--- src/rtl/seq_magnitude_compare.sv ---
// seq_magnitude_compare: multi-cycle magnitude comparator.
// Operands are captured through a valid/ready handshake and compared MSB-first,
// SLICE bits per cycle. The one-hot gt/eq/lt result is returned through a second
// valid/ready handshake. Unsigned or two's-complement mode is chosen per transaction.
// Optional feature macro: SEQ_CMP_EARLY_EXIT_EN. When it is defined, the block
// finishes on the first differing slice. When it is undefined, every compare
// takes the full N slice steps.
//
// Handshake rules: a transfer happens on a rising edge where valid && ready is
// high. in_ready is high only in IDLE with rst low. out_valid is high only in
// DONE, and the result flags hold steady until out_ready is seen.

module seq_magnitude_compare #(
    parameter int WIDTH = 8,
    parameter int SLICE = 2
) (
    input  logic             clk,
    input  logic             rst,
    input  logic             in_valid,
    output logic             in_ready,
    input  logic [WIDTH-1:0] a,
    input  logic [WIDTH-1:0] b,
    input  logic             signed_mode,
    output logic             out_valid,
    input  logic             out_ready,
    output logic             gt,
    output logic             eq,
    output logic             lt,
    output logic             busy,
    output logic [1:0]       dbg_state
);

    localparam int N  = WIDTH / SLICE;
    localparam int IW = (N > 1) ? $clog2(N) : 1;

    if (WIDTH < 2 || (WIDTH % SLICE) != 0) begin : g_bad_params
        $error("seq_magnitude_compare: WIDTH must be >= 2 and divisible by SLICE");
    end

    typedef enum logic [1:0] {
        S_IDLE    = 2'd0,
        S_COMPARE = 2'd1,
        S_DONE    = 2'd2
    } state_t;

    state_t           state_q, state_d;
    logic [WIDTH-1:0] a_q, a_d, b_q, b_d;
    logic [IW-1:0]    idx_q, idx_d;
    logic             decided_q, decided_d;
    logic             gt_q, gt_d, lt_q, lt_d;

    logic [WIDTH-1:0] sign_flip;
    logic [SLICE-1:0] a_top, b_top;
    logic             last_slice;
    logic             new_diff;

    // Signed mode inverts the MSB at capture, which turns two's complement
    // into offset binary. The compare itself is then always unsigned.
    assign sign_flip  = {1'b1, {(WIDTH-1){1'b0}}};
    // The operands shift left once per step, so the slice under test is always on top.
    assign a_top      = a_q[WIDTH-1 -: SLICE];
    assign b_top      = b_q[WIDTH-1 -: SLICE];
    assign last_slice = (idx_q == IW'(N - 1));
    assign new_diff   = !decided_q && (a_top != b_top);

    // Next-state logic and datapath updates. Every register holds its value by default.
    always_comb begin
        state_d   = state_q;
        a_d       = a_q;
        b_d       = b_q;
        idx_d     = idx_q;
        decided_d = decided_q;
        gt_d      = gt_q;
        lt_d      = lt_q;
        case (state_q)
            S_IDLE: begin
                if (in_valid) begin
                    a_d       = signed_mode ? (a ^ sign_flip) : a;
                    b_d       = signed_mode ? (b ^ sign_flip) : b;
                    idx_d     = '0;
                    decided_d = 1'b0;
                    gt_d      = 1'b0;
                    lt_d      = 1'b0;
                    state_d   = S_COMPARE;
                end
            end
            S_COMPARE: begin
                a_d = a_q << SLICE;
                b_d = b_q << SLICE;
                // Only the first differing slice decides the result. It is frozen after that.
                if (new_diff) begin
                    decided_d = 1'b1;
                    gt_d      = (a_top > b_top);
                    lt_d      = (a_top < b_top);
                end
`ifdef SEQ_CMP_EARLY_EXIT_EN
                if (last_slice || new_diff) begin
                    state_d = S_DONE;
                end else begin
                    idx_d = idx_q + 1'b1;
                end
`else
                if (last_slice) begin
                    state_d = S_DONE;
                end else begin
                    idx_d = idx_q + 1'b1;
                end
`endif
            end
            S_DONE: begin
                if (out_ready) begin
                    gt_d    = 1'b0;
                    lt_d    = 1'b0;
                    state_d = S_IDLE;
                end
            end
            default: begin
                state_d = S_IDLE;
            end
        endcase
    end

    // State and datapath registers. A synchronous reset takes priority over every other event.
    always_ff @(posedge clk) begin
        if (rst) begin
            state_q   <= S_IDLE;
            a_q       <= '0;
            b_q       <= '0;
            idx_q     <= '0;
            decided_q <= 1'b0;
            gt_q      <= 1'b0;
            lt_q      <= 1'b0;
        end else begin
            state_q   <= state_d;
            a_q       <= a_d;
            b_q       <= b_d;
            idx_q     <= idx_d;
            decided_q <= decided_d;
            gt_q      <= gt_d;
            lt_q      <= lt_d;
        end
    end

    // The result flags are visible only in DONE. eq is whatever is neither gt nor lt.
    assign in_ready  = (state_q == S_IDLE) && !rst;
    assign busy      = (state_q != S_IDLE);
    assign out_valid = (state_q == S_DONE);
    assign gt        = out_valid && gt_q;
    assign lt        = out_valid && lt_q;
    assign eq        = out_valid && !gt_q && !lt_q;
    assign dbg_state = state_q;

endmodule

--- config.mk ---
export PLATFORM = sky130hd
export DESIGN_NAME = seq_magnitude_compare
export DESIGN_NICKNAME = d
export VERILOG_FILES = /design/src/rtl/seq_magnitude_compare.sv
export SDC_FILE = /design/constraint.sdc
export NUM_CORES = 1
export LEC_CHECK = 0
export BUFFER_PORTS_ARGS = -buffer_cell sky130_fd_sc_hd__buf_4
export CAP_MARGIN = 30
export CORE_UTILIZATION = 55
export CTS_CLUSTER_SIZE = 8
export DETAILED_ROUTE_END_ITERATION = 8
export PLACE_DENSITY = 0.79
export SYNTH_ARGS = -nofsm -noshare
export SYNTH_HDL_FRONTEND = slang
export SYNTH_SLANG_ARGS = --single-unit
export TNS_END_PERCENT = 5
--- constraint.sdc ---
create_clock -name clk -period 3.8 [get_ports clk]
set_input_delay 0.57 -clock clk [delete_from_list [all_inputs] [get_ports clk]]
set_output_delay 0.57 -clock clk [all_outputs]
set_load 0.05 [all_outputs]
Yosys cells after proc, flatten, opt, wreduce, memory -nomap -nowiden
Index checks and enable logic that the tools add are counted.

Register bits after elaboration: 23. Output and inout port bits: 8. Word-level logic and storage cells: 61.

Add/sub/neg operators: 1. Order comparisons: 2. Equal/unequal tests: 9. Multiplexer cells: 21. Bitwise operators: 2. Reduce and logical (&&, ||, !) cells: 19.

Operators by type and width (number): two-way mux 8 bit (4); one-hot mux 8 bit (2 select lines) (2); two-way mux 2 bit (5); AND reduction 3 bit (3); inequality test 2 bit, second input constant (4); logical AND 1 bit (6); one-hot mux 1 bit (3 select lines) (2); one-hot mux 2 bit (3 select lines) (1); two-way mux 1 bit (5); equality test 2 bit, second input constant (2); logical NOT 1 bit (4); one-hot mux 2 bit (2 select lines) (1); AND reduction 4 bit (1); nonzero test 2 bit (2); nonzero test 3 bit (1); adder 2 x 1 -> 2 bit, second input constant (1); equality test 2 x 1 -> 1 bit, second input constant (1); greater-than comparator 2 bit (1); logical NOT 2 bit (1); less-than comparator 2 bit (1); inequality test 2 x 1 -> 1 bit, second input constant (1); inequality test 2 bit (1); NOT 1 bit (2); one-hot mux 1 bit (2 select lines) (1); AND reduction 2 bit (1).

Logic depth before layout (Yosys ltp)
Gate-level depths: netlist of run 1.

Depth in word-level cells: 4. Mapped depth: 5. Mapped depth without buffers: 5.

Worst setup path after synthesis of run 1
No wires, ideal clock.

Path type: reg-to-output. Start point: register state_q[1], in the netlist dbg_state[1]. End point: output port eq. Arrival: 2636 ps. Path slack: 594 ps. Cell stages (with the launch flop): 4. Path buffers: 1. Cells stage by stage: dfxtp_1 buf_2 and2b_1 nor3b_1.

Longest elaborated chain between the ends: 3.

Ends and longest elaborated chain: from (decl) (RTL line 46) `state_t state_q, state_d;`; from (signal assigned) (RTL line 134) `state_q <= state_d;`; equality test 2 bit (RTL line 147) `assign out_valid = (state_q == S_DONE);`; net out_valid (RTL line 24) `output logic out_valid,`; logical AND 1 bit (2 in series) (RTL line 150) `assign eq = out_valid && !gt_q && !lt_q;`; to (decl) (RTL line 27) `output logic eq,`.

The timed path passes the listed nets, and every way through them passes these cells.

Worst setup path in the final report of run 1
Start point: register state_q[1], in the netlist dbg_state[1]. End point: output port eq.

Longest elaborated chain between the ends: 3.

Ends and longest elaborated chain (RTL line): equality test 2 bit (147); logical AND 1 bit (2 in series) (150).

No other way between the ends.

==> run summary, run 1 <==
Count of instances resized after the clock tree is built: 0. Average routed wire per standard cell: 13.08 µm. The total power density per cell area was 357.3 nW/µm²; the height of the die was 47.70 µm.

In this run the power spent charging and discharging nets is 144.8 µW. Total via count in the routed design: 1052. The global-route layer with the greatest usage is met2. Summed over all layers, the routed wires come to 2.486 mm. The hold violation total from the final report was 0; the via count of the first global-routing pass was 903. The maximum clock frequency is 457.7 MHz, and the layout cell share with drive strength beyond 1 is 0.2086. The run gives 3.829 mm as the wire length of the first global-routing pass. Origin of the critical flop-to-flop path: dbg_state[0]. The count of antenna-violating nets left after detailed routing is 0. The data arrival time of the critical path came out at 1.61 ns.

The end point of the critical path was eq. Compared with the post-synthesis result, the final layout area differs by 19.17%. The cell at the root of the clock tree is sky130_fd_sc_hd__clkbuf_4. For the part of the total power dissipated in the clock network, the log shows 0.229. The final max-slew violation count was 0. Clock tree synthesis inserted a total of 3 buffers. The highest fanout seen on the critical path is 15, and the depth of the worst register-to-register path is 3. Total number of H-tree levels: 1. The run finished with clean final reports. The layout has 184 filler cells. The floorplan has 16 rows.

The count of routing violations after the opening detailed-route iteration was 24. Walking the worst path, the cells encountered are and2b_1, nor3b_1, buf_4. The placeable core region was 1962 µm². Entering global routing, the biggest net connects 27 pins. The count of flip-flops with a built-in enable after synthesis is 0, and the all-layer global routing usage is 0.2436.

For the worst-skew pair, the clock arrives at the later sink with an insertion delay of 0.31 ns. The worst hold path belongs to the class flip-flop to flip-flop. The post-layout total power was 489.0 µW; the final worst hold slack was 0.4877 ns. The met2 capacity usage during global routing was 0.3946. The critical-path cell with the highest stage delay was sky130_fd_sc_hd__dfxtp_1. The type of the worst setup path was flip-flop to output port. Proportion of synthesized flip-flops having asynchronous set or reset: 0. Each instance of the synthesized netlist takes up on average 8.146 µm². The tools report the starting density of the core as 0.5855. The flip-flop and latch count after synthesis was 23. The most used flip-flop cell after synthesis is sky130_fd_sc_hd__dfxtp_1. No sink is reached through more buffers than the 2 on the longest clock path. The post-synthesis sequential area ratio came out at 0.4009.

The most common cell after layout, fill and taps aside was sky130_fd_sc_hd__buf_4. Counting distinct cell types in the post-synthesis netlist gives 30. The worst setup path is launched from a flip-flop.

The met3 capacity usage during global routing was 0.04528; the leakage dissipation was 0.5850 nW. The transition time of the tightest slew-check pin came out at 0.5083 ns. The clock net in this run drives a total of 23 sinks.

In the final design database the tool counted 188 nets. The mapped netlist covers 1149 µm². The portion of the clock cycle consumed by the worst path in the final layout is 0.5750. In this run the worst setup path begins at dbg_state[1]. Internal power comes to 344.3 µW. The run gives 0 as the yosys synthesis warning count.

The die is 47.70 µm wide. The number of remaining DRC errors was 0; the area of the die was 2275 µm². For this design, the CTS-stage hold fixing added 0 buffers.

The run gives 0.559 as the sequential share of power. The logs give 4 for the first-pass iteration count of the detailed router and 0 ns for the final setup TNS. Met1 routing resource usage after global routing: 0.3070. The tools report the worst setup slack after layout as 1.615 ns. The net switching fraction of the power was 0.2960; the number of violations of the max-capacitance limit was 0. The number of antenna violations at the first check in global routing is 0. Setup repair after global routing left no endpoint under its margin. Peak supply drop: 0.2658 mV. TritonCTS built the clock tree. The final weighted congestion in routability-driven placement came out at 0.7810.

Pin placement for this block handled 29 I/O pins. The register clock-pin slew on the reported worst setup and hold paths was 0.13 ns. The total congestion overflow was 0; the number of buffers inserted by port buffering was 28.

For the number of setup violations in the final report, the log shows 0. In the layout the commonest cells are sky130_fd_sc_hd__buf_4, sky130_fd_sc_hd__nand2_1, sky130_fd_sc_hd__dfxtp_1. The worst setup slack for register-to-register paths was 2.05 ns; the post-synth net total was 165.

Clock skew on the completed layout was measured at 0.007206 ns. The tools report the sort of element at the end of the critical path as an output port. The share of total power in combinational logic was 0.212; the total inserted antenna cells was 0. In the routed layout, each cell is associated on average with a via count of 5.537.

The tools report the headroom to the max-slew limit as 0.6605. The biggest cell delay along the critical path was 0.61 ns; the final critical-path required period was 2.185 ns. The half-perimeter wire length of the detailed placement result came out at 1.787 mm. Counting every instance in the synthesized netlist gives 141. OpenSTA, run right after detailed placement, puts the worst setup slack at 2.002 ns.

Post-layout utilization of the core: 0.6977. The endpoint identified for the worst register-to-register timing path is lt_q. At the worst endpoint, the required time is 3.23 ns. Buffers added to address setup during post-CTS repair amount to 0.
==> worst min path at each step <==
stage              from  depth (start not counted)  endpoint
2_1_floorplan  idx_q[1]                          2  idx_q[1]
3_3_place_gp   idx_q[1]                          2  idx_q[1]
5_1_grt            b[6]                          3    b_q[6]
3_5_place_dp     a_q[0]                          2    a_q[2]
6_report         b_q[3]                          2    b_q[5]
4_1_cts          a_q[0]                          2    a_q[2]
==> cells by family after synthesis <==
logic type                 synth area share
adders and majority gates           0.03268
buffers and inverters               0.06426
AOI/OAI and AO/OA                    0.2146
muxes                               0.02614
xor gates and xnor gates            0.01525
and+or+nand+nor                      0.2462
DFF                                  0.4009
==> power by group through the flow <==
stage | sequential [mW] | combinational, mW | clock, mW
floorplan | 0.276 | 0.0725 | 0
global placement | 0.277 | 0.100 | 0
detailed placement | 0.278 | 0.104 | 0
CTS | 0.273 | 0.104 | 0.117
global route | 0.276 | 0.115 | 0.126
finish | 0.273 | 0.104 | 0.112
==> registers in the layout (all words and copies together), names as in the netlist <==
| name | count |
|---|---|
| lt_q | 1 |
| a_q | 8 |
| idx_q | 2 |
| decided_q | 1 |
| gt_q | 1 |
| b_q | 8 |
| dbg_state | 2 |
==> cell usage after synthesis, drive strengths merged (2+ instances only) <==
| library cell | n | share of area |
|---|---|---|
| dfxtp | 23 | 0.40 |
| nor2 | 17 | 0.056 |
| xor2 | 2 | 0.015 |
| inv | 6 | 0.020 |
| ha | 3 | 0.033 |
| a22oi | 3 | 0.020 |
| nor3b | 2 | 0.013 |
| a21oi | 7 | 0.030 |
| and2 | 4 | 0.022 |
| buf | 7 | 0.035 |
| a311oi | 10 | 0.076 |
| nor2b | 3 | 0.016 |
| o21ai | 5 | 0.022 |
| nand2b | 4 | 0.022 |
| clkbuf | 3 | 0.0098 |
| nand3b | 2 | 0.013 |
| nand2 | 23 | 0.075 |
| and2b | 2 | 0.013 |
| a32oi | 3 | 0.023 |
| mux2i | 3 | 0.026 |
==> worst max-delay path: cells and delay by family, from the launching register on <==
kind	cells	cell delay (ns)
flops	1	0.61
buf+inv	1	0.23
simple gates	2	0.47
==> routing by layer <==
metal	up-vias	share of wire
met3	4	0.036
met1	487	0.46
met4	0	0.015
li1	533	-
met5	-	0
met2	28	0.49
==> cell type report <==
type / count / area [µm²] / share of cell area
multi-input cells: 102 / 614.3 / 0.4488
flip-flops and latches: 23 / 460.4 / 0.3364
repair buffers: 28 / 210.2 / 0.1536
well taps: 27 / 33.78 / 0.02468
clock buffers: 3 / 22.52 / 0.01645
inverters: 6 / 22.52 / 0.01645
clock inverters: 1 / 5.005 / 0.003656
==> stage by stage <==
step / cell area, µm² / instances
3_5_place_dp: 1341 / 186
2_1_floorplan: 1149 / 141
6_report: 1369 / 190
3_3_place_gp: 1341 / 186
5_1_grt: 1369 / 190
4_1_cts: 1369 / 190
Power figures use the tool's default switching activity.
==> run 2: changes to the inputs <==
CORE_UTILIZATION = 46   (was 55)
PLACE_DENSITY = 0.7   (was 0.79)
clock period = 1.9 ns   (was 3.8 ns; I/O delays follow)
==> run 2 against run 1 <==
Effect of this change:
- sequential power is 99% higher
- worst hold slack worse by 0.26 ns
- register-to-register slack worse by 1.6 ns
- via count is 0.86% lower
- routed wire length is 0.68% higher
- clock-buffer cell count stayed put
- clock skew is 0.0060 ns lower
- sequential share of layout area is 0.87 points lower
- design area is 2.9% higher
- core utilization is 7.9 points lower
- highest routed layer unchanged
==> run summary, run 2 (synthesis gave the netlist of run 1 again) <==
The layout cell share with drive strength beyond 1 is 0.2485. The run gives 0.2114 as the all-layer global routing usage. For the hold violation total from the final report, the log shows 0. The worst setup path is captured at an output port. The HPWL after detailed placement is 1.828 mm. VDD sags by at most 0.5519 mV. The logs give 0 for the count of antenna-violating nets left after detailed routing and 993 for the via count of the first global-routing pass. Across all hold checks on the routed design, the worst slack comes to 0.2227 ns. The logs give 27 for the largest net degree at the start of global routing and 1.45 ns for the data arrival time of the critical path. At the pin with the least slew margin, the transition time is 0.4881 ns. Setup repair after global routing left no endpoint under its margin.

The critical path ends at in_ready. The setup check on the worst reg-to-reg path leaves a slack of 0.41 ns. The first detailed-routing pass ran for 4 iterations. The worst hold path passes through 3 cells. The floorplan has 17 rows. In this run the standard cell core region covers 2276 µm². In this run the worst path has a maximum fanout of 10. Total power density per cell area: 700.5 nW/µm². The startpoint identified for the worst register-to-register timing path is dbg_state[0].

The tools report the total number of H-tree levels as 1. Capturing point of the worst reg2reg path: a_q[3]. The wire length of the first global-routing pass was 4.257 mm. The portion of the clock cycle consumed by the worst path in the final layout was 0.9130.

The tools report the total via count in the routed design as 1043. The library cells used most frequently in the layout, excluding fill and tap cells, are sky130_fd_sc_hd__buf_4, sky130_fd_sc_hd__nand2_1, sky130_fd_sc_hd__dfxtp_1. The final instance count without filler cells came out at 193.

CTS placed an instance of sky130_fd_sc_hd__clkbuf_4 at the clock tree root. Clock latency on the worst-skew pair, taken at its later pin, is 0.30 ns. At the worst endpoint, the required time is 1.62 ns.

The largest registers in the layout are a_q: 8 flops, b_q: 8 flops. Layout overhead on the synthesized area: 22.66%. CTS saw 23 sinks. Depth of the worst register-to-register path: 4.

The critical path in this run is classified as flip-flop to output port. For the number of placed cells counting well taps, the log shows 189. Between clock sinks in the finished design, the worst skew comes to 0.001215 ns.

The register clock-pin slew on the reported worst setup and hold paths works out to 0.13 ns. Setup violations remaining at the end of the flow were counted as 0. Total congestion overflow: 0. The width of the die was 51.97 µm; the total length of routed wires was 2.503 mm. TritonCTS built the clock tree. Buffers inserted during clock tree synthesis total 3. The post-layout total power is 986.9 µW. The tool flagged a number of max-cap violations equal to 0. The final critical-path required period is 1.735 ns, and the count of routing violations after the opening detailed-route iteration is 23.

The maximum clock frequency was 576.5 MHz. In this run the worst setup path begins at dbg_state[0]. The number of top-level design ports was 29. The worst setup path is launched from a flip-flop. The library cell used most frequently in the layout, excluding fill and tap cells, is sky130_fd_sc_hd__buf_4. For the area of the die, the log shows 2701 µm².

The flow ran to the end, and the final reports show no timing, DRC or antenna violations. The height of the die is 51.97 µm. The tools report the number of antenna violations at the first check in global routing as 0. In the routed design, unresolved DRC markers number 0. The run gives 0 as the final max-slew violation count. Headroom to the max-slew limit: 0.6739. Summed over all cells, the static leakage comes to 0.5982 nW. For the starting density of the core, the log shows 0.5047.

The worst min-delay path category is primary input to flip-flop. The final setup TNS is 0 ns. The repair_antennas step left the layout with diodes totalling 0. In the final design database the tool counted 190 nets. At the end of routability-driven placement, the weighted congestion stood at 0.7518. After detailed routing, the average wire length per cell comes to 12.97 µm. After detailed routing, the number of vias per cell comes to 5.404.

The number of buffers inserted by port buffering was 28; the number of buffers on the longest clock path was 2.
==> run 2: worst min-delay path by stage <==
| stage | slack, ns | start | to |
|---|---|---|---|
| 6_report | 0.22 | a[0] | a_q[0] |
| 5_1_grt | 0.23 | b[6] | b_q[6] |
| 4_1_cts | 0.22 | a[0] | a_q[0] |
| 3_5_place_dp | 0.47 | idx_q[1] | idx_q[1] |
| 3_3_place_gp | 0.46 | b_q[2] | b_q[4] |
| 2_1_floorplan | 0.45 | b[2] | b_q[2] |
==> run 2: worst max-delay path: stages, from the launching register on <==
cell and delay [ns]:
sky130_fd_sc_hd__dfxtp_1 0.38, sky130_fd_sc_hd__buf_4 0.19, sky130_fd_sc_hd__nor2_2 0.17, sky130_fd_sc_hd__inv_1 0.12, sky130_fd_sc_hd__nor2_4 0.09, sky130_fd_sc_hd__buf_4 0.19
==> run 2: layout make-up <==
| class | count | area, µm² |
|---|---|---|
| Inverter | 6 | 22.52 |
| Clock inverter | 1 | 5.005 |
| Sequential cell | 23 | 461.7 |
| Clock buffer | 3 | 22.52 |
| Fill cell | 206 | 867.1 |
| Multi-Input combinational cell | 102 | 636.9 |
| Timing Repair Buffer | 30 | 225.2 |
| Tap cell | 28 | 35.03 |
==> run 2: repair_timing <==
item / 4_1_cts / 5_1_grt
hold buffers: 0 / 0
endpoints found under the hold margin: 0 / 0
gates resized for setup: 0 / 1
endpoints found under the setup margin: 0 / 1
setup buffers: 0 / 0
==> run 2: report_power, final <==
group | switching, mW | internal [mW] | total (mW)
registers | 0.0230 | 0.519 | 0.542
logic | 0.124 | 0.0971 | 0.221
clock network | 0.146 | 0.0785 | 0.224
==> run 2: stage by stage <==
stage	util	instance area (µm²)	worst slack (ns)
floorplan	-	1170	-0.01207
global placement	0.6058	1379	0.4815
detailed placement	0.6058	1379	0.4032
CTS	0.6179	1406	0.04241
global route	0.6190	1409	0.04793
finish	0.6190	1409	0.1654
==> run 2: per-layer routing <==
metal	vias to the layer above	part of all wire	global-route usage
li1	538	-	-
met1	472	0.48	0.2724
met2	31	0.48	0.3568
met3	2	0.043	0.02632
met4	0	0.0032	0.07658
met5	-	0	0
==> run 3: changes to the inputs <==
--- a/config.mk
+++ b/config.mk
@@ -8,8 +8,8 @@
 export BUFFER_PORTS_ARGS = -buffer_cell sky130_fd_sc_hd__buf_4
 export CAP_MARGIN = 30
-export CORE_UTILIZATION = 46
+export CORE_UTILIZATION = 40
 export CTS_CLUSTER_SIZE = 8
 export DETAILED_ROUTE_END_ITERATION = 8
-export PLACE_DENSITY = 0.7
+export PLACE_DENSITY = 0.62
 export SYNTH_ARGS = -nofsm -noshare
 export SYNTH_HDL_FRONTEND = slang
==> constraint.sdc (replaced) <==
create_clock -name clk -period 1.9 [get_ports clk]
set_input_delay 0.38 -clock clk [delete_from_list [all_inputs] [get_ports clk]]
set_output_delay 0.38 -clock clk [all_outputs]
set_load 0.05 [all_outputs]
==> run 3 against run 2 <==
Effect of this change:
- worst hold slack improved by 0.11 ns
- cell count rose by 1.0%
- core utilization fell by 11 points
- sequential cell count did not move
- critical path depth fell by 2
- non-clock buffer count fell by 1
- via count rose by 0.48%
- critical endpoint is now eq
- first-iteration DRC count fell by 13%
==> run summary, run 3 (synthesis gave the netlist of run 1 again) <==
The run finished with clean final reports. The height of the die came out at 55.59 µm. The first routing iteration left 20 violations. Setup repair after global routing left no endpoint under its margin. The worst min-delay path category was primary input to flip-flop.

The logs give 27 for the largest net degree at the start of global routing and 0.5140 for the post-layout utilization of the core. The share of total power in combinational logic is 0.214. For this run, design rule violations remaining after detail routing come to 0. For this design, the slowest cell found on the critical path is sky130_fd_sc_hd__dfxtp_2. The total inserted antenna cells is 0, and the net switching fraction of the power is 0.2965. The width of the die was 55.59 µm. The wire length of the first global-routing pass is 4.291 mm. The number of setup violations in the final report was 0. Internal power of the cells: 692.2 µW. In the layout the commonest cells are sky130_fd_sc_hd__buf_4, sky130_fd_sc_hd__nand2_1, sky130_fd_sc_hd__dfxtp_1. After layout, the design draws a total of 983.9 µW.

The critical path starts at dbg_state[0]. The placeable core region was 2734 µm²; the starting density of the core was 0.4201. The hold violation total from the final report is 0, and the total number of H-tree levels is 1. Summed over all layers, the routed wires come to 2.451 mm. In this run the worst path has a maximum fanout of 17.

The floorplan has 19 rows. The final critical-path required period is 1.781 ns, and the data arrival time of the critical path is 1.40 ns. The sequential share of power is 0.556. For the number of antenna violations at the first check in global routing, the log shows 0.

Traced cell by cell, the critical path runs through and2b_4, nor3b_4, buf_4. At the end of routability-driven placement, the weighted congestion stood at 0.7087. The logs give 0.230 for the part of the total power dissipated in the clock network and 0 for the number of buffers inserted for hold repair after clock tree synthesis.

The type of the worst setup path was flip-flop to output port. The area of the die was 3090 µm². STA puts the critical path data required time at 1.52 ns.

Count of antenna-violating nets left after detailed routing: 0. After the flow finishes, the layout carries non-filler instances totaling 195. The tools report the peak supply drop as 0.4793 mV.

The tools report the all-layer global routing usage as 0.1695. Worst hold path startpoint: b[1]. The logs give 561.4 MHz for the maximum clock frequency and 0 for the number of buffers added for setup after CTS. After detailed routing, the average wire length per cell comes to 12.57 µm. The transition time of the tightest slew-check pin was 0.4980 ns; the count of instances resized after the clock tree is built was 0. The register clock-pin slew on the reported worst setup and hold paths was 0.13 ns; the reported net switching power was 291.7 µW. The headroom to the max-slew limit was 0.6673. STA classifies the critical path startpoint as a flip-flop. Clock latency of the later-clocked register in the worst-skew pair: 0.31 ns.

STA classifies the critical path endpoint as an output port. Relative to the synthesized area, the layout overhead comes to 22.33%. The tool flagged a number of max-cap violations equal to 0. The run gives 29 as the number of top-level design ports. The leakage dissipation is 0.5909 nW. After global routing the overflow that remains totals 0. The total power density per cell area was 700.2 nW/µm²; the final setup TNS was 0 ns.

The portion of the clock cycle consumed by the worst path in the final layout is 0.9376. The via count of the first global-routing pass is 942, and the number of buffers on the longest clock path is 2. The number of buffers inserted by port buffering came out at 28. Detailed routing inserted a total of 1048 vias. The tools report the number of clock sinks as 23.

TritonCTS built the clock tree. The first detailed-routing pass took 4 iterations. The most common cell after layout, fill and taps aside was sky130_fd_sc_hd__buf_4. After the last flow step, the layout net total stands at 189.

The layout cell share with drive strength beyond 1 is 0.2439. Counting the buffers created by CTS gives 3. The tools report the origin of the critical flop-to-flop path as dbg_state[0]. The biggest cell delay along the critical path is 0.43 ns, and the clock tree skew after final layout is 0.005991 ns. The final max-slew violation count is 0. The tree is rooted in a sky130_fd_sc_hd__clkbuf_4.

The largest registers in the layout are a_q: 8 flops, b_q: 8 flops. Using the TritonRoute via totals, the vias-per-cell ratio works out to 5.374. The wire-length estimate of the detail-placed layout is 1.791 mm. The tools report the number of placed cells counting well taps as 191.
-- run 3: power by group through the flow --
stage | clock (mW) | sequential, mW | combinational [mW]
2_1_floorplan | 0 | 0.554 | 0.148
3_3_place_gp | 0 | 0.557 | 0.210
3_5_place_dp | 0 | 0.558 | 0.213
4_1_cts | 0.236 | 0.547 | 0.214
5_1_grt | 0.259 | 0.553 | 0.237
6_report | 0.226 | 0.547 | 0.210
-- run 3: critical path, delay by kind of cell, from the launching register on --
kind | cells | cell delay [ns]
buf+inv | 1 | 0.21
flops | 1 | 0.43
simple gates | 2 | 0.46
-- run 3: area by class of cell --
type	count	area, µm²
clock buffer	3	22.52
multi-input combinational	102	635.6
tap	31	38.79
clock inverter	1	5.005
inverter	6	22.52
fill	266	1329
sequential	23	462.9
timing repair buffer	29	217.7
-- run 3: worst paths after layout --
| kind | to | slack, ns | cells past startpoint |
|---|---|---|---|
| min reg2reg | b_q[6] | 0.49 | 2 |
| min | b_q[1] | 0.33 | 3 |
| max reg2reg | b_q[4] | 0.49 | 3 |
| max | eq | 0.12 | 3 |
-- run 3: routing by layer --
layer,wire (µm),GRT usage,share of wire
met5,0,0,0
met4,19,0.04286,0.0078
met3,93,0.02093,0.038
met2,1169,0.2823,0.48
met1,1170,0.2334,0.48
-- run 3: per-stage QoR --
| stage | instance area, µm² | hold slack [ns] | setup WS (ns) |
|---|---|---|---|
| after global routing | 1405 | 0.3219 | 0.01215 |
| after floorplan | 1172 | 0.4484 | -0.03146 |
| after CTS | 1405 | 0.3274 | 0.1002 |
| final | 1405 | 0.3311 | 0.1186 |
| after detailed placement | 1378 | 0.4682 | 0.4590 |
| after global placement | 1378 | 0.4606 | 0.4809 |
